==> config.mk <==
export PLATFORM = sky130hd
export DESIGN_NAME = seven_segment_capture
export DESIGN_NICKNAME = d
export VERILOG_FILES = /design/src/rtl/seven_segment_capture.sv
export SDC_FILE = /design/constraint.sdc
export NUM_CORES = 1
export LEC_CHECK = 0
export ABC_CLOCK_PERIOD_IN_PS = 4200
export CAP_MARGIN = 20
export CORE_ASPECT_RATIO = 2
export CORE_MARGIN = 2
export CORE_UTILIZATION = 45
export CTS_CLUSTER_DIAMETER = 100
export DETAILED_ROUTE_END_ITERATION = 8
export GPL_ROUTABILITY_DRIVEN = 0
export MAX_ROUTING_LAYER = met4
export SLEW_MARGIN = 15
export SYNTH_ARGS = -nofsm -noshare
export SYNTH_HDL_FRONTEND = slang
export SYNTH_SLANG_ARGS = --single-unit
==> constraint.sdc <==
create_clock -name clk -period 4.2 [get_ports clk]
set_input_delay 0.63 -clock clk [delete_from_list [all_inputs] [get_ports clk]]
set_output_delay 0.63 -clock clk [all_outputs]
set_load 0.005 [all_outputs]
==> src/rtl/seven_segment_capture.sv <==
// Capture side of a 4-digit multiplexed seven-segment display: debounces the
// {an, seg} scan, decodes each committed digit and tracks per-digit blank timeouts.
module seven_segment_capture #(
    parameter int unsigned STABLE_CYCLES = 4,
    parameter int unsigned BLANK_TIMEOUT = 1024
) (
    input  logic        clk,
    input  logic        rst_n,
    input  logic [3:0]  an,
    input  logic [6:0]  seg,
    output logic [15:0] digits,
    output logic [3:0]  valid,
    output logic [3:0]  blank,
    output logic        update,
    output logic        err
);

    localparam int unsigned RW = $clog2(STABLE_CYCLES + 1);
    localparam int unsigned TW = $clog2(BLANK_TIMEOUT + 1);
    localparam logic [RW-1:0] RUN_MAX = RW'(STABLE_CYCLES);
    localparam logic [TW-1:0] TO_MAX  = TW'(BLANK_TIMEOUT);
    localparam logic [6:0]    SEG_OFF = 7'h7F;

    logic [10:0]         s_reg;
    logic [RW-1:0]       run_cnt;
    logic [RW-1:0]       run_nxt;
    logic [3:0][TW-1:0]  to_cnt;
    logic [3:0][TW-1:0]  to_nxt;
    logic [15:0]         digits_nxt;
    logic [3:0]          valid_nxt;
    logic [3:0]          blank_nxt;
    logic                update_nxt;
    logic                err_nxt;

    logic                changed_c;
    logic                commit_c;
    logic                held_run_c;
    logic [3:0]          sel_c;
    logic [3:0]          held_sel_c;
    logic                sel_onehot_c;
    logic                held_onehot_c;
    logic                legal_c;
    logic [3:0]          value_c;

    // Active-low segment pattern back to its hex value.
    always_comb begin
        legal_c = 1'b1;
        value_c = 4'h0;
        case (seg)
            7'h40: value_c = 4'h0;
            7'h79: value_c = 4'h1;
            7'h24: value_c = 4'h2;
            7'h30: value_c = 4'h3;
            7'h19: value_c = 4'h4;
            7'h12: value_c = 4'h5;
            7'h02: value_c = 4'h6;
            7'h78: value_c = 4'h7;
            7'h00: value_c = 4'h8;
            7'h10: value_c = 4'h9;
            7'h08: value_c = 4'hA;
            7'h03: value_c = 4'hB;
            7'h46: value_c = 4'hC;
            7'h21: value_c = 4'hD;
            7'h06: value_c = 4'hE;
            7'h0E: value_c = 4'hF;
            default: legal_c = 1'b0;
        endcase
    end

    // Run tracking: commit exactly once, on the edge the run reaches STABLE_CYCLES.
    always_comb begin
        changed_c = ({an, seg} != s_reg);
        if (changed_c) begin
            run_nxt = RW'(1);
        end else if (run_cnt == RUN_MAX) begin
            run_nxt = run_cnt;
        end else begin
            run_nxt = run_cnt + RW'(1);
        end
        commit_c      = (run_nxt == RUN_MAX) && (changed_c || (run_cnt != RUN_MAX));
        held_run_c    = !changed_c && (run_cnt == RUN_MAX);
        sel_c         = ~an;
        held_sel_c    = ~s_reg[10:7];
        sel_onehot_c  = (sel_c != 4'h0) && ((sel_c & (sel_c - 4'd1)) == 4'h0);
        held_onehot_c = (held_sel_c != 4'h0) && ((held_sel_c & (held_sel_c - 4'd1)) == 4'h0);
    end

    // Per-digit commit and timeout handling; a commit to a digit overrides its expiry.
    always_comb begin
        digits_nxt = digits;
        valid_nxt  = valid;
        blank_nxt  = blank;
        to_nxt     = to_cnt;
        err_nxt    = 1'b0;

        if (commit_c && (an != 4'hF)) begin
            err_nxt = !sel_onehot_c || (!legal_c && (seg != SEG_OFF));
        end

        for (int i = 0; i < 4; i++) begin
            if ((commit_c && sel_onehot_c && sel_c[i]) ||
                (held_run_c && held_onehot_c && held_sel_c[i])) begin
                to_nxt[i] = '0;
            end else if (to_cnt[i] != TO_MAX) begin
                to_nxt[i] = to_cnt[i] + TW'(1);
            end

            if (commit_c && sel_onehot_c && sel_c[i]) begin
                if (legal_c) begin
                    digits_nxt[4*i +: 4] = value_c;
                    valid_nxt[i]         = 1'b1;
                    blank_nxt[i]         = 1'b0;
                end else if (seg == SEG_OFF) begin
                    valid_nxt[i] = 1'b0;
                    blank_nxt[i] = 1'b1;
                end else begin
                    valid_nxt[i] = 1'b0;
                end
            end else if ((to_nxt[i] == TO_MAX) && (to_cnt[i] != TO_MAX)) begin
                valid_nxt[i] = 1'b0;
                blank_nxt[i] = 1'b1;
            end
        end

        update_nxt = (digits_nxt != digits) || (valid_nxt != valid) || (blank_nxt != blank);
    end

    always_ff @(posedge clk or negedge rst_n) begin
        if (!rst_n) begin
            s_reg   <= '0;
            run_cnt <= '0;
            to_cnt  <= '0;
            digits  <= 16'h0000;
            valid   <= 4'b0000;
            blank   <= 4'b1111;
            update  <= 1'b0;
            err     <= 1'b0;
        end else begin
            s_reg   <= {an, seg};
            run_cnt <= run_nxt;
            to_cnt  <= to_nxt;
            digits  <= digits_nxt;
            valid   <= valid_nxt;
            blank   <= blank_nxt;
            update  <= update_nxt;
            err     <= err_nxt;
        end
    end

endmodule

# Word level (Yosys, flattened, before mapping)
# Cells that the tools add are included.
[word_totals]
register_bits = 84
input_bits = 13
out_inout_bits = 26
wordCells = 138
[op_classes]
n_addsub = 7
n_eq_ne = 33
mux = 46
bitwise_logic = 4
reduce_logical = 37
[ops]
columns = ["op", "n"]
rows = [
  ["11-bit 2-to-1 mux", 8],
  ["4-bit case mux with 15 select lines", 1],
  ["11-bit by 1-bit adder with 11-bit output, second input constant", 4],
  ["11-bit equality test, second input constant", 4],
  ["11-bit != test, second input constant", 4],
  ["7-bit equality test, second input constant", 5],
  ["4-bit 2-to-1 mux", 8],
  ["1-bit 2-to-1 mux", 27],
  ["7-bit by 5-bit equality test with 1-bit output, second input constant", 3],
  ["7-bit by 6-bit equality test with 1-bit output, second input constant", 3],
  ["1-bit logical AND", 20],
  ["16-bit != test", 1],
  ["16-bit OR reduction", 1],
  ["7-bit by 2-bit equality test with 1-bit output, second input constant", 2],
  ["7-bit by 4-bit equality test with 1-bit output, second input constant", 2],
  ["11-bit != test", 1],
  ["4-bit AND", 2],
  ["4-bit zero test", 2],
  ["1-bit logical OR", 8],
  ["4-bit != test", 2],
  ["4-bit NOT", 2],
  ["4-bit nonzero test", 2],
  ["4-bit by 1-bit subtractor with 4-bit output, second input constant", 2],
  ["7-bit by 3-bit equality test with 1-bit output, second input constant", 1],
  ["8 further kinds", 12],
]

# Logic depth before layout (Yosys ltp)
[logic_depth]
depth_word = 16
mapped_depth = 11
ltp_nobuf = 10

# Worst setup path after synthesis
# Ideal clock, no wire load.
[synth_path]
path_kind = "input-to-reg"
start = "in seg[3]"
end = "reg update"
setup_time_ns = 0.134
arrival_ns = 2.671
t_required_ns = 4.066
setup_slack_ns = 1.396
stages = 11
path_buffers = 3
cell_sequence = "buf_6 buf_12 or3b_1 or3_1 o31a_2 and2_4 buf_6 a221o_1 a221oi_2 o2111a_1 nand4_1"
[synth_via]
elab_chain_cells = 15
[synth_lines]
columns = ["element", "line_no", "rtl"]
rows = [
  ["from (decl)", "10", "input logic [6:0] seg,"],
  ["11-bit != test", "72", "changed_c = ({an, seg} != s_reg);"],
  ["3-bit 2-to-1 mux", "73", "if (changed_c) begin"],
  ["3-bit equality test", "80", "commit_c = (run_nxt == RUN_MAX) && (changed_c || (run_cnt != RUN_MAX));"],
  ["1-bit logical AND", "80", ""],
  ["1-bit logical AND (2 in series)", "101, 108", ""],
  ["1-bit logical OR", "101", "if ((commit_c && sel_onehot_c && sel_c[i]) ||"],
  ["11-bit 2-to-1 mux", "101", ""],
  ["11-bit equality test", "119", "end else if ((to_nxt[i] == TO_MAX) && (to_cnt[i] != TO_MAX)) begin"],
  ["1-bit logical AND", "119", ""],
  ["1-bit 2-to-1 mux", "119", ""],
  ["1-bit 2-to-1 mux", "108", "if (commit_c && sel_onehot_c && sel_c[i]) begin"],
  ["4-bit != test", "125", "update_nxt = (digits_nxt != digits) || (valid_nxt != valid) || (blank_nxt != blank);"],
  ["1-bit logical OR", "125", ""],
  ["1-bit logical OR *", "125", ""],
  ["named net update_nxt", "32", "logic update_nxt;"],
  ["to (signal assigned)", "145", "update <= update_nxt;"],
  ["to (decl)", "14", "output logic update,"],
]
# The timed path passes the listed nets; every way through them passes the cells marked *.

# Final worst setup path
[layout_path]
start = "in seg[0]"
end = "reg update"
# The elaborated chain is that of the path after synthesis.

==> metrics list <==
- Kind of critical path: primary input to flip-flop
* Worst hold margin: 0.347 ns
- After clock tree synthesis, the repair step resized 0 gates.
* Register bit count reported by yosys: 84
- In this run the critical register-to-register path is launched from run_cnt[0].
* Reg-to-reg slack, setup: 1.37 ns
- Max reg flops: 44
* Cell count of the worst reg-to-reg path: 10
* Number of remaining DRC errors: 0
- The final count of pins violating max slew is 0.
- Row count: between 50 and 60
* Cell at the slowest stage of the critical path: clkdlybuf4s50_1
- Max-Slew Margin vs Limit: 31.9%
- Across all layers, the routed design uses 4379 vias.
- Netlist cell types: just over 70
* Class of the worst hold path: primary input to async pin
* Global route overflow: 0
* Wire length of the first global-routing pass: 20300 um
* Capturing point of the worst reg2reg path: update
- Synthesized net count: roughly 620
* Most used flip-flop cell after synthesis: dfrtp_1
* CTS tree: yes
- P per Cell Area: between 400 and 500 nW/um2
* Final-report hold violation count: 0
- Net total in the final layout: 644
* Total of max-cap violations: 0
- In this run, the number of DRC markers left after iteration 0 of detailed routing was ~300.
- 0 antenna diodes ended up in the layout.
- Routed via count divided by cell count: about 5.7
- The number of antenna violations at the first check in global routing was 0.
- Of the cells placed in the final design, the portion with a size suffix greater than 1 is between 7 and 8%.
- Each instance of the synthesized netlist takes up on average around 9 um2.
- During synthesis, Yosys emitted a total of 0 warnings.
* Die area: between 10000 and 15000 um2
- Most used routing layer: met2
* DP HPWL: 8440 um
- In the global route stage, met2 resource usage came out at a little under a third.
* Static Leak: between 2 and 2.5 nW
- For the worst setup path, the data arrival time is ~3.6 ns.
- The run finished with clean final reports.
- From left edge to right edge, the die measures 80.6 um.
* Post-route ant nets: 0
- Top fanout value on the critical path: 20
- Total power: roughly 2.5 mW
- Post-Syn Area: around 5300 um2
* Peak supply drop: approximately 300 uV
* Number of flops mapped to enable cells by yosys: 0
- Required time of the worst setup path: around 4.4 ns
- Cells after Synth: 600
- Global routing used 3.15% of the available met3 tracks.
- GRT Resource Usage Total: around a fifth
- The first detailed-routing pass ran for 5 iterations.
- Core Area: 11600 um2
- The worst path uses about four fifths of the clock period.
- Non-filler cells in the finished layout: between 700 and 800
- The largest single stage delay on the critical path is roughly 0.86 ns.
- Summed over all layers, the routed wires come to around 12000 um.
- Placed cell count: 755
- Die H: roughly 160 um
- Entering global routing, the biggest net connects 60 pins.
- For the final database, setup skew stands at ~0.0092 ns.
* Number of H-tree levels: 3
- Total negative slack: 0 ns
* Global routing met1 resource utilization: around 30%
- For this run, the top clock speed supported by timing is roughly 300 MHz.
- For this design, the CTS-stage hold fixing added 0 buffers.
* Post-route minimum period: 3.37 ns
- After clock tree synthesis, the setup repair step added 0 buffers.
- For the worst-skew pair, the clock arrives at the later sink with an insertion delay of about 0.34 ns.
- In the final routed layout, each cell accounts on average for about 16 um.
* Placement Cell Area: approximately 5700 um2
- Area growth syn-to-layout: 14.7%
* Total number of clock tree sinks: 84
- The share of the Yosys chip area taken by registers is 39.9%.
* Via count of the first global-routing pass: ~4100
* Root cell of the clock tree: clkbuf_16
- Clock tree synthesis inserted a total of 9 buffers.
* Critical Path End Type: flip-flop
- In this run the deepest clock path goes through 2 buffers.
- Setup repair after global routing left no endpoint under its margin.
- At the pin with the least slew margin, the transition time is just over 1 ns.
- I/O Buffers: 38
* Top-level I/O count: 39
- The worst setup path is launched from a primary input.
* Proportion of register bits with asynchronous set or reset after synthesis: 100%
* Initial cell density of the core: a little under half
- Series of cell instances along the critical path: clkdlybuf4s50_1 -> or4bb_1 -> a2bb2o_1 -> nor4_2 -> o22a_1 -> o221ai_1 -> nor4_1 -> nand4_1
- Clock-pin slew on the worst setup and hold paths: ~0.070 ns
- With fillers left out, the area of the finished cells amounts to just over 6000 um2.
* Setup violators final: 0
==> cell usage after synthesis, types with 6 or more instances <==
cell,count,share of area (%)
o21ai_0,27,2.6
and3_1,13,1.5
nand2_1,49,3.5
or3_1,8,0.95
nor3_1,14,1.3
xnor2_1,39,6.5
a21oi_1,24,2.3
nor2_1,71,5.1
dfrtp_1,80,38
nand3_1,31,2.9
xor2_1,20,3.3
nor2b_1,7,0.83
clkbuf_1,27,1.9
nand3b_1,9,1.3
nand2b_1,11,1.3
nand4_1,13,1.5
nor4_1,9,1.1
buf_2,6,0.57
ha_1,10,2.4
inv_1,18,1.3
==> area by class of cell <==
type | instances | area, um2
inverters | 18 | 67.6
clock inverters | 7 | 81.3
flip-flops and latches | 84 | 2110
multi-input cells | 461 | 2940
clock buffers | 9 | 225
repair buffers | 47 | 445
fillers | 1122 | 5510
well taps | 145 | 181
==> routing by layer <==
metal	vias to the layer above	wire length (um)
met2	111	5360
li1	2175	-
met1	2076	6040
met4	0	225
met5	-	0
met3	17	532
==> placed cells by master (no fill, tap or decap), drive strengths merged, types with 7 or more instances in the layout <==
cell type,netlist,final
nand3b,9,9
nand2b,11,11
xnor2,39,39
nor4,10,10
and3,13,13
nor3,14,14
inv,18,23
clkdlybuf4s50,0,37
xor2,20,20
nand4,13,13
clkbuf,27,9
or3,8,8
ha,10,10
dfrtp,80,80
nor2b,7,7
o21ai,28,28
nand2,49,49
a21oi,24,24
nor2,71,71
nand3,31,31
buf,10,10
==> where the power goes <==
group          internal (mW)  switching, mW
clock                  0.471          0.345
sequential             0.938          0.214
combinational          0.257          0.245
==> worst max-delay path by stage <==
stage                   to    from
finish              update  seg[0]
global route        update  seg[6]
CTS                 update  seg[6]
detailed placement  update  seg[6]
global placement    update  seg[0]
floorplan           update  seg[3]
==> worst max-delay path: cells and delay by family <==
family	cells	cell delay [ns]
and+or+nand+nor	4	1.47
AOI/OAI and AO/OA	3	0.61
buffers and inverters	1	0.86
==> metrics by stage <==
| stage | setup slack, ns | utilization [%] |
|---|---|---|
| finish | 0.832 | 52.3 |
| global route | 0.622 | 52.3 |
| global placement | 0.575 | 49.7 |
| detailed placement | 0.508 | 49.7 |
| CTS | 0.883 | 52.3 |
| floorplan | 1.40 | - |
==> cell families (layout without fill, tap and decap cells) <==
kind of cell	Yosys count	in the layout	synth area share, %
muxes	6	6	1.21
adders and majority gates	11	11	2.56
xor gates and xnor gates	59	59	9.80
and+or+nand+nor	278	278	28.3
AOI/OAI and AO/OA	107	107	13.4
DFF	84	84	39.9
buffers and inverters	55	81	4.79
Note: power is estimated with default switching activity, not from simulation.
